**config.mk**
```make
export PLATFORM = sky130hd
export DESIGN_NAME = half_duplex_pin_ctrl_flat
export DESIGN_NICKNAME = d
export VERILOG_FILES = /design/src/rtl/half_duplex_pin_ctrl_if.sv /design/src/rtl/half_duplex_pin_ctrl.sv /design/src/flat_wrapper.sv
export SDC_FILE = /design/constraint.sdc
export NUM_CORES = 1
export LEC_CHECK = 0
export BUFFER_PORTS_ARGS = -buffer_cell sky130_fd_sc_hd__buf_2
export CAP_MARGIN = 20
export CORE_ASPECT_RATIO = 1.75
export CORE_UTILIZATION = 45
export DETAILED_ROUTE_END_ITERATION = 7
export PLACE_DENSITY_LB_ADDON = 0.05
export SETUP_SLACK_MARGIN = 0.4
export SKIP_CTS_REPAIR_TIMING = 1
export SYNTH_ARGS = -nofsm -noshare
export SYNTH_HDL_FRONTEND = slang
export SYNTH_SLANG_ARGS = --single-unit
```
**constraint.sdc**
```tcl
create_clock -name CLK -period 4.75 [get_ports CLK]
set_input_delay 0.95 -clock CLK [delete_from_list [all_inputs] [get_ports CLK]]
set_output_delay 0.95 -clock CLK [all_outputs]
set_load 0.01 [all_outputs]
```
**src/rtl/half_duplex_pin_ctrl_if.sv**
```systemverilog
// Request/response and pad-buffer signals of the half-duplex pin controller.
// The controller takes the slave view; the requester and pad model take the master view.
interface half_duplex_pin_ctrl_if #(
  parameter int unsigned TXBITS = 8,
  parameter int unsigned RXBITS = 8
);
  logic              START;
  logic [TXBITS-1:0] TX_DATA;
  logic              BUSY;
  logic              DONE;
  logic [RXBITS-1:0] RX_DATA;
  logic              PAD_I;
  logic              PAD_T;
  logic              PAD_O;

  modport master (
    output START, TX_DATA, PAD_O,
    input  BUSY, DONE, RX_DATA, PAD_I, PAD_T
  );

  modport slave (
    input  START, TX_DATA, PAD_O,
    output BUSY, DONE, RX_DATA, PAD_I, PAD_T
  );
endinterface

```
**src/rtl/half_duplex_pin_ctrl.sv**
```systemverilog
// Half-duplex single-pin transactor: shifts a word out MSB first, releases the pin
// for a dead-time turnaround, then samples a reply word MSB first.
module half_duplex_pin_ctrl #(
  parameter int unsigned TXBITS     = 8,
  parameter int unsigned RXBITS     = 8,
  parameter int unsigned TURN       = 2,
  parameter logic        IDLE_LEVEL = 1'b1
) (
  input logic                  CLK,
  input logic                  RST,
  half_duplex_pin_ctrl_if.slave bus
);

  // Wide enough for the largest down-count (31) so no phase can wrap.
  localparam int unsigned CNT_W = 6;

  typedef enum logic [1:0] {IDLE, TX, TURNA, RX} state_e;

  state_e            state_q, state_d;
  logic [CNT_W-1:0]  cnt_q, cnt_d;
  logic [TXBITS-1:0] tx_sr_q, tx_sr_d;
  logic [RXBITS-1:0] rx_sr_q, rx_sr_d;
  logic [RXBITS-1:0] rx_data_q, rx_data_d;
  logic              pad_i_q, pad_i_d;
  logic              pad_t_q, pad_t_d;
  logic              busy_q, busy_d;
  logic              done_q, done_d;
  logic [RXBITS-1:0] rx_shift;

  assign rx_shift = RXBITS'({rx_sr_q, bus.PAD_O});

  always_ff @(posedge CLK) begin
    if (RST) begin
      state_q   <= IDLE;
      cnt_q     <= '0;
      tx_sr_q   <= '0;
      rx_sr_q   <= '0;
      rx_data_q <= '0;
      pad_i_q   <= IDLE_LEVEL;
      pad_t_q   <= 1'b1;
      busy_q    <= 1'b0;
      done_q    <= 1'b0;
    end else begin
      state_q   <= state_d;
      cnt_q     <= cnt_d;
      tx_sr_q   <= tx_sr_d;
      rx_sr_q   <= rx_sr_d;
      rx_data_q <= rx_data_d;
      pad_i_q   <= pad_i_d;
      pad_t_q   <= pad_t_d;
      busy_q    <= busy_d;
      done_q    <= done_d;
    end
  end

  // Outputs are computed for the state being entered, so the pad sees them registered.
  always_comb begin
    state_d   = state_q;
    cnt_d     = cnt_q;
    tx_sr_d   = tx_sr_q;
    rx_sr_d   = rx_sr_q;
    rx_data_d = rx_data_q;
    pad_i_d   = pad_i_q;
    pad_t_d   = pad_t_q;
    busy_d    = busy_q;
    done_d    = 1'b0;

    unique case (state_q)
      IDLE: begin
        pad_t_d = 1'b1;
        pad_i_d = IDLE_LEVEL;
        busy_d  = 1'b0;
        if (bus.START) begin
          state_d = TX;
          cnt_d   = CNT_W'(TXBITS - 1);
          tx_sr_d = TXBITS'({bus.TX_DATA, 1'b0});
          pad_i_d = bus.TX_DATA[TXBITS-1];
          pad_t_d = 1'b0;
          busy_d  = 1'b1;
        end
      end
      TX: begin
        if (cnt_q == '0) begin
          state_d = TURNA;
          cnt_d   = CNT_W'(TURN - 1);
          pad_t_d = 1'b1;
          pad_i_d = IDLE_LEVEL;
        end else begin
          cnt_d   = CNT_W'(cnt_q - 1'b1);
          pad_i_d = tx_sr_q[TXBITS-1];
          tx_sr_d = TXBITS'({tx_sr_q, 1'b0});
        end
      end
      TURNA: begin
        if (cnt_q == '0) begin
          state_d = RX;
          cnt_d   = CNT_W'(RXBITS - 1);
          rx_sr_d = '0;
        end else begin
          cnt_d = CNT_W'(cnt_q - 1'b1);
        end
      end
      RX: begin
        rx_sr_d = rx_shift;
        if (cnt_q == '0) begin
          state_d   = IDLE;
          rx_data_d = rx_shift;
          done_d    = 1'b1;
          busy_d    = 1'b0;
        end else begin
          cnt_d = CNT_W'(cnt_q - 1'b1);
        end
      end
      default: state_d = IDLE;
    endcase
  end

  assign bus.BUSY    = busy_q;
  assign bus.DONE    = done_q;
  assign bus.RX_DATA = rx_data_q;
  assign bus.PAD_I   = pad_i_q;
  assign bus.PAD_T   = pad_t_q;

endmodule
```
**src/flat_wrapper.sv**
```systemverilog
// flat-port wrapper written by rule: the top's interface ports become plain ports
module half_duplex_pin_ctrl_flat 
#(
  parameter int unsigned TXBITS     = 8,
  parameter int unsigned RXBITS     = 8,
  parameter int unsigned TURN       = 2,
  parameter logic        IDLE_LEVEL = 1'b1
)
  (CLK, RST, bus_START, bus_TX_DATA, bus_PAD_O, bus_BUSY, bus_DONE, bus_RX_DATA, bus_PAD_I, bus_PAD_T);
  half_duplex_pin_ctrl_if #(.TXBITS(TXBITS), .RXBITS(RXBITS)) bus_i ();
  input logic CLK;
  input logic RST;
  input wire logic [$bits(bus_i.START)-1:0] bus_START;
  input wire logic [$bits(bus_i.TX_DATA)-1:0] bus_TX_DATA;
  input wire logic [$bits(bus_i.PAD_O)-1:0] bus_PAD_O;
  output wire logic [$bits(bus_i.BUSY)-1:0] bus_BUSY;
  output wire logic [$bits(bus_i.DONE)-1:0] bus_DONE;
  output wire logic [$bits(bus_i.RX_DATA)-1:0] bus_RX_DATA;
  output wire logic [$bits(bus_i.PAD_I)-1:0] bus_PAD_I;
  output wire logic [$bits(bus_i.PAD_T)-1:0] bus_PAD_T;
  assign bus_i.START = bus_START;
  assign bus_i.TX_DATA = bus_TX_DATA;
  assign bus_i.PAD_O = bus_PAD_O;
  assign bus_BUSY = bus_i.BUSY;
  assign bus_DONE = bus_i.DONE;
  assign bus_RX_DATA = bus_i.RX_DATA;
  assign bus_PAD_I = bus_i.PAD_I;
  assign bus_PAD_T = bus_i.PAD_T;
  half_duplex_pin_ctrl #(.TXBITS(TXBITS), .RXBITS(RXBITS), .TURN(TURN), .IDLE_LEVEL(IDLE_LEVEL)) u_core (.CLK(CLK), .RST(RST), .bus(bus_i));
endmodule
```
After elaboration in Yosys (flattened, before gate mapping):

Index checks and enable logic that the tools add are counted.

* register bits: 35
* input port bits: 12
* word-level logic and storage cells: 58

* add/subtract/negate cells: 1
* eq/ne operators: 9
* muxes and demuxes: 25
* bitwise logic cells: 1
* reduce and logical (&&, ||, !) cells: 13

Operator list (count)
* 2-to-1 mux 6 bit: 4
* case mux 6 bit (4 select lines): 1
* 2-to-1 mux 8 bit: 2
* case mux 8 bit (2 select lines): 1
* case mux 7 bit (2 select lines): 1
* AND reduction 2 bit: 5
* 2-to-1 mux 2 bit: 4
* case mux 2 bit (4 select lines): 1
* 2-to-1 mux 1 bit: 7
* 2-to-1 mux 7 bit: 1
* logical NOT 6 bit: 1
* inequality test 2 x 1 -> 1 bit, second input constant: 3
* inequality test 2 bit, second input constant: 3
* case mux 1 bit (2 select lines): 3
* nonzero test 2 bit: 3
* subtractor 6 x 1 -> 6 bit, second input constant: 1
* == test 2 bit, second input constant: 2
* AND reduction 4 bit: 1
* AND reduction 3 bit: 1
* == test 2 x 1 -> 1 bit, second input constant: 1
* logical NOT 2 bit: 1
* OR reduction 2 bit: 1
* NOT 1 bit: 1

Longest topological paths before layout:

Gate-level depths: netlist of run 1.

* depth after elaboration: 3
* mapped depth: 8

Worst setup path before layout of run 1:

Ideal clock, no wire load.

* kind: input -> register
* start: input port bus_START
* end: register u_core.cnt_q[3]
* setup time: 0.070 ns
* arrival time: 1.774 ns
* required time: 4.680 ns
* path slack: 2.906 ns
* stages: 4
* buffers on the path: 0
* path through: nand2b_1 nand3_1 or4_1 a21oi_1

* cells in the longest elaborated chain, start to end: 2

Ends and longest elaborated chain
* start, declared: line flat_wrapper.sv:13 `input wire logic [$bits(bus_i.START)-1:0] bus_START;`
* inequality test 2 bit (no source line)
* AND reduction 2 bit (no source line)
* end signal, assigned: line half_duplex_pin_ctrl.sv:45 `cnt_q <= cnt_d;`
* end, declared: line half_duplex_pin_ctrl.sv:20 `logic [CNT_W-1:0] cnt_q, cnt_d;`

Every way passes these cells.
A chain may end at the register's enable or synchronous reset.

Final worst setup path of run 1:

* start: register u_core.state_q[1]
* end: register u_core.tx_sr_q[1]

* cells in the longest elaborated chain, start to end: 3

Ends and longest elaborated chain
* start, declared: line half_duplex_pin_ctrl.sv:19 `state_e state_q, state_d;`
* start signal, assigned: line half_duplex_pin_ctrl.sv:44 `state_q <= state_d;`
* == test 2 x 1 -> 1 bit / logical NOT 2 bit (equally long branches): line half_duplex_pin_ctrl.sv:68 `unique case (state_q)`
* inequality test 2 bit (no source line) / nonzero test 2 bit (equally long branches)
* AND reduction 3 bit (no source line)
* end signal, assigned: line half_duplex_pin_ctrl.sv:46 `tx_sr_q <= tx_sr_d;`
* end, declared: line half_duplex_pin_ctrl.sv:21 `logic [TXBITS-1:0] tx_sr_q, tx_sr_d;`

Several ways; a longest one is shown, not always the timed one.

==> impl_metrics.env, run 1 <==
export IMPL_status="complete, no violations"
export IMPL_r2r_slack_ps=2570
export IMPL_p_comb_share_pct=46.0
export IMPL_relSlewSlack_pct=47.20
export IMPL_synth_edff_count=0
export IMPL_fin_crit_sh_pct=45.87
export IMPL_hold_viol=0
export IMPL_cp_max_fo=17
export IMPL_max_freq_ghz=0.4590
export IMPL_synth_flop_cell="dfxtp_1"
export IMPL_slowest_delay_ps=600
export IMPL_drc=0
export IMPL_required_ps=4910
export IMPL_die_h_um=80.40
export IMPL_clockPowerShare_pct=18.1
export IMPL_clock_latency_ps=280
export IMPL_cp_end_kind="register"
export IMPL_wl_um=3431
export IMPL_internal_power_mw=0.6344
export IMPL_firstDrtPassIters=4
export IMPL_r2r_start="u_core.state_q[1]"
export IMPL_final_cell_mix="dfxtp_1 (34), nand2_1 (28), buf_2 (23)"
export IMPL_fin_tns_setup_ps=0
export IMPL_first_global_vias=1327
export IMPL_hold_path_endpoint="u_core.bus.RX_DATA[0]"
export IMPL_cts_sinks=34
export IMPL_avgSynthCellArea_um2=8.731
export IMPL_coreArea_um2=3363
export IMPL_crit_path_frequent_cell="nor2_1"
export IMPL_dpl_hpwl_um=2555
export IMPL_synth_cell_types=38
export IMPL_maxSlewViolCount=0
export IMPL_clock_skew_ps=5.463
export IMPL_dpl_cell_area_um2=1708
export IMPL_clkTransAtPathRegs_ps=70
export IMPL_place_congestion=0.8133
export IMPL_syn_num_nets=199
export IMPL_avgRoutedWirePerCell_um=13.89
export IMPL_dieArea_um2=3762
export IMPL_min_period_ps=2179
export IMPL_grt_pass1_wl_um=5651
export IMPL_p_leak_nw=0.7069
export IMPL_r2r_end="u_core.tx_sr_q[1]"
export IMPL_ios=24
export IMPL_n_antenna_cell=0
export IMPL_maxCapViolations=0
export IMPL_antenna_found_initial=0
export IMPL_multiInputGateArea_um2=829.5
export IMPL_switchingPower_mw=0.4442
export IMPL_arrival_ps=2340
export IMPL_hold_path_class="reg -> reg"
export IMPL_seq_area_um2=680.7
export IMPL_power_density_nw_per_um2=603.7
export IMPL_synthToLayoutAreaGrowth_pct=13.06
export IMPL_synth_seq_cells=34
export IMPL_fin_area_um2=1787
export IMPL_fillers=337
export IMPL_nets=220
export IMPL_final_common_cell="dfxtp_1"
export IMPL_synth_seq_area_share_pct=43.07
export IMPL_cp_slowest_cell="ha_1"
export IMPL_postRouteAntennaNets=0
export IMPL_start_kind="register"
export IMPL_syn_cell_area_um2=1580
export IMPL_start_util_pct=46.99
export IMPL_seqPwrFrac_pct=35.9
export IMPL_worst_pin_slew_ps=772.1
export IMPL_final_setup_worst_slack_ps=2571
export IMPL_min_path_cells=2
export IMPL_tritoncts="built"
export IMPL_drive_above_1_share_pct=16.83
export IMPL_vias=1359
export IMPL_max_vdd_ir_drop_mv=0.3729
export IMPL_h_tree_depth=2
export IMPL_grt_setup_unrepaired="false"
export IMPL_drt_iter0_markers=18
export IMPL_path_cells="inv_1, ha_1, nor2_1, a311oi_4, mux2i_1, nor2_1"
export IMPL_hp_start="u_core.bus.RX_DATA[0]"
export IMPL_fp_dieW_um=46.80
export IMPL_grt_usage_pct=21.07
export IMPL_clk_path_buf_depth=2
export IMPL_rows=28
export IMPL_viasPerCell=5.502
export IMPL_p_sw_share_pct=41.18
export IMPL_r2r_cells=6
export IMPL_setup_violations=0
export IMPL_numCtsBuffers=5
export IMPL_path_class="reg -> reg"
export IMPL_cts_root_buf="clkbuf_8"
export IMPL_syn_inst=181
export IMPL_dp_slack_ps=2545
export IMPL_ys_async_sr_fraction_pct=0
export IMPL_ys_warn_count=0
export IMPL_overflow=0
export IMPL_grt_max_degree=25
export IMPL_place_port_buffers=23
[cell families after synthesis]
logic type,share of synthesized area (%)
AO/OA/AOI/OAI,20.59
flip-flops,43.07
AND/OR/NAND/NOR,21.54
XOR/XNOR,0.5543
adder cells (fa/ha/maj),4.750
multiplexers,5.068
buffers and inverters,4.434
[final cells by class]
cell class	count	share of cell area (%)
multi-input combinational	131	46.43
sequential	34	38.10
timing repair buffer	23	6.443
clock buffer	5	3.852
tap	45	3.151
inverter	7	1.471
clock inverter	2	0.5602
[worst max-delay path, delay by kind of cell, from the launching register on]
kind / cells / cell delay (ps)
flip-flops: 1 / 340
AND/OR/NAND/NOR: 2 / 220
multiplexers: 1 / 250
AO/OA/AOI/OAI: 1 / 550
adder cells (fa/ha/maj): 1 / 600
buffers and inverters: 1 / 90
[synth_stat cells, types with 2 or more instances]
| library cell | count | share of area (%) |
|---|---|---|
| clkbuf_1 | 6 | 1.4 |
| a211oi_1 | 7 | 3.3 |
| or4_1 | 2 | 0.95 |
| o31ai_1 | 4 | 1.9 |
| dfxtp_1 | 34 | 43 |
| nand2b_1 | 3 | 1.2 |
| o21ai_0 | 6 | 1.9 |
| a21oi_1 | 15 | 4.8 |
| nand2_1 | 28 | 6.7 |
| mux2i_1 | 8 | 5.1 |
| buf_2 | 2 | 0.63 |
| nor4_1 | 2 | 0.79 |
| ha_1 | 6 | 4.8 |
| o22ai_1 | 5 | 2.0 |
| nor3_1 | 3 | 0.95 |
| nor2b_1 | 3 | 1.2 |
| nor2_1 | 16 | 3.8 |
| inv_1 | 7 | 1.7 |
| nand3_1 | 3 | 0.95 |
| nor3b_1 | 3 | 1.4 |
[metal layers]
metal / vias up / part of all wire (%) / GRT usage [%]
li1: 680 / - / -
met2: 27 / 56 / 37.92
met5: - / 0 / 0
met1: 642 / 39 / 20.61
met3: 10 / 2.8 / 5.169
met4: 0 / 2.3 / 10.86
[per-stage QoR]
step                      hold WS (ps)  utilization [%]  std cells  power [mW]
after CTS                        455.8            53.13        247       1.087
after global routing             488.2            53.13        247       1.167
after global placement           440.4            50.78        240      0.8749
after detailed placement         446.1            50.78        240      0.8874
final                            451.5            53.13        247       1.079
after floorplan                  431.9                -        181      0.7941
[how the worst max path moves through the flow]
stage / to / slack, ps / startpoint
3_3_place_gp: u_core.tx_sr_q[1] / 2610 / u_core.state_q[1]
5_1_grt: u_core.tx_sr_q[4] / 2270 / u_core.state_q[1]
3_5_place_dp: u_core.tx_sr_q[1] / 2540 / u_core.state_q[1]
4_1_cts: u_core.tx_sr_q[1] / 2540 / u_core.state_q[1]
2_1_floorplan: u_core.cnt_q[3] / 2910 / bus_START
6_report: u_core.tx_sr_q[1] / 2570 / u_core.state_q[1]
[sequential cells by signal (all words and copies together) (netlist names)]
signal,count
u_core.bus.RX_DATA,8
u_core.tx_sr_q,7
u_core.bus.DONE,1
u_core.cnt_q,6
u_core.bus.PAD_I,1
u_core.bus.BUSY,1
u_core.rx_sr_q,7
u_core.bus.PAD_T,1
u_core.state_q,2
[power by group through the flow]
stage	registers, mW	clock network, mW	logic, mW
floorplan	0.387	0	0.407
global placement	0.390	0	0.485
detailed placement	0.393	0	0.494
CTS	0.387	0.202	0.498
global route	0.394	0.216	0.556
finish	0.387	0.195	0.496
No activity file was read; power rests on OpenSTA's default activity.
==> run 2: changes to the inputs <==
==> constraint.sdc (replaced) <==
create_clock -name CLK -period 2 [get_ports CLK]
set_input_delay 0.4 -clock CLK [delete_from_list [all_inputs] [get_ports CLK]]
set_output_delay 0.4 -clock CLK [all_outputs]
set_load 0.01 [all_outputs]
==> run 2 against run 1 <==
Against the previous run:
- flip-flop and latch count is the same
- final cell count up 8.5%
- combinational power grew to 3.6 times the previous value
- non-clock buffer count is 19 higher
- die area unchanged
- clock-buffer cell count increased by 2
- critical path type unchanged
- critical endpoint is now u_core.cnt_q[5]
==> impl_metrics.env, run 2 (same netlist as run 1, synthesis figures left out) <==
export IMPL_status="complete, no violations"
export IMPL_nets=240
export IMPL_clock_skew_ps=8.401
export IMPL_firstDrtPassIters=5
export IMPL_cp_max_fo=6
export IMPL_setup_violations=0
export IMPL_final_common_cell="dfxtp_1"
export IMPL_synthToLayoutAreaGrowth_pct=35.39
export IMPL_dp_slack_ps=162.6
export IMPL_antenna_found_initial=0
export IMPL_cts_root_buf="clkbuf_8"
export IMPL_viasPerCell=5.549
export IMPL_dpl_hpwl_um=2608
export IMPL_clock_latency_ps=290
export IMPL_wl_um=4002
export IMPL_avgRoutedWirePerCell_um=14.93
export IMPL_final_cell_mix="dfxtp_1 (28), nand2_1 (24), buf_2 (24)"
export IMPL_clkTransAtPathRegs_ps=70
export IMPL_rows=28
export IMPL_arrival_ps=1840
export IMPL_utilization_pct=63.62
export IMPL_cts_sinks=34
export IMPL_final_setup_worst_slack_ps=374.8
export IMPL_numCtsBuffers=5
export IMPL_hold_path_class="in -> reg"
export IMPL_grt_setup_unrepaired="true"
export IMPL_fp_dieW_um=46.80
export IMPL_max_vdd_ir_drop_mv=1.111
export IMPL_whs_ps=364.8
export IMPL_h_tree_depth=2
export IMPL_postRouteAntennaNets=0
export IMPL_worst_pin_slew_ps=409.8
export IMPL_relSlewSlack_pct=72.65
export IMPL_start_util_pct=46.99
export IMPL_largest_register_ffs=8
export IMPL_fin_tns_setup_ps=0
export IMPL_die_h_um=80.40
export IMPL_grt_max_degree=24
export IMPL_maxCapViolations=0
export IMPL_overflow=0
export IMPL_drt_iter0_markers=31
export IMPL_path_class="reg -> reg"
export IMPL_coreArea_um2=3363
export IMPL_drc=0
export IMPL_min_period_ps=1625
export IMPL_n_antenna_cell=0
export IMPL_p_leak_nw=0.8560
export IMPL_dieArea_um2=3762
export IMPL_hold_viol=0
export IMPL_drive_above_1_share_pct=39.01
export IMPL_vias=1487
export IMPL_grt_pass1_wl_um=5678
export IMPL_fin_crit_sh_pct=81.26
export IMPL_ios=24
export IMPL_maxSlewViolCount=0
export IMPL_tritoncts="built"
export IMPL_required_ps=2210
export IMPL_start_kind="register"
export IMPL_power_density_nw_per_um2=1544
export IMPL_place_port_buffers=23
export IMPL_cp_end_kind="register"
export IMPL_grt_usage_pct=21.42
export IMPL_clk_path_buf_depth=2
export IMPL_max_freq_ghz=0.6153
export IMPL_place_congestion=0.8347
export IMPL_first_global_vias=1298
-- run 2: changes by cell type in the layout (fill, tap and decap cells not counted), moves of 4 or more --
cell,previous run,this run
nand2_1,28,24
inv_1,7,3
dfxtp_1,34,28
buf_4,0,15
ha_4,0,4
ha_1,6,1
-- run 2: worst max-delay path, cell delays in order (launching register included) --
cell,delay (ps)
dfxtp_4,370
ha_4,190
and3b_2,230
and2_4,160
or4_1,470
a21oi_1,130
-- run 2: cell type report --
class | count | area (um2)
Timing Repair Buffer | 42 | 275.3
Multi-Input combinational cell | 132 | 987.2
Clock inverter | 1 | 5.005
Clock buffer | 7 | 86.33
Inverter | 7 | 33.78
Sequential cell | 34 | 695.7
Tap cell | 45 | 56.30
Fill cell | 294 | 1224
-- run 2: path summary, 6_finish.rpt --
check	from	end	slack, ps	cells past startpoint
worst min register to register	u_core.bus.RX_DATA[5]	u_core.bus.RX_DATA[5]	450	2
worst max register to register	u_core.state_q[1]	u_core.cnt_q[5]	370	5
worst max-delay path	u_core.state_q[1]	u_core.cnt_q[5]	370	5
worst min-delay path	bus_PAD_O	u_core.bus.RX_DATA[0]	360	3
-- run 2: report_power, final --
group / switching [mW] / total [mW] / internal [mW]
Clock: 0.240 / 0.517 / 0.277
Sequential: 0.139 / 0.975 / 0.836
Combinational: 0.961 / 1.81 / 0.850
Total: 1.34 / 3.30 / 1.96
-- run 2: per-layer routing --
metal  routed length [um]  GRT usage (%)
met5                    0              0
met4                  118          10.86
met3                  114          5.393
met2                 2353          38.47
met1                 1416          21.03
-- run 2: metrics by stage --
step	instances	power, mW	cell area [um2]
global placement	245	2.171	1757
global route	268	3.516	2140
finish	268	3.304	2140
detailed placement	245	2.218	1757
CTS	253	2.741	1848
floorplan	181	1.907	1592
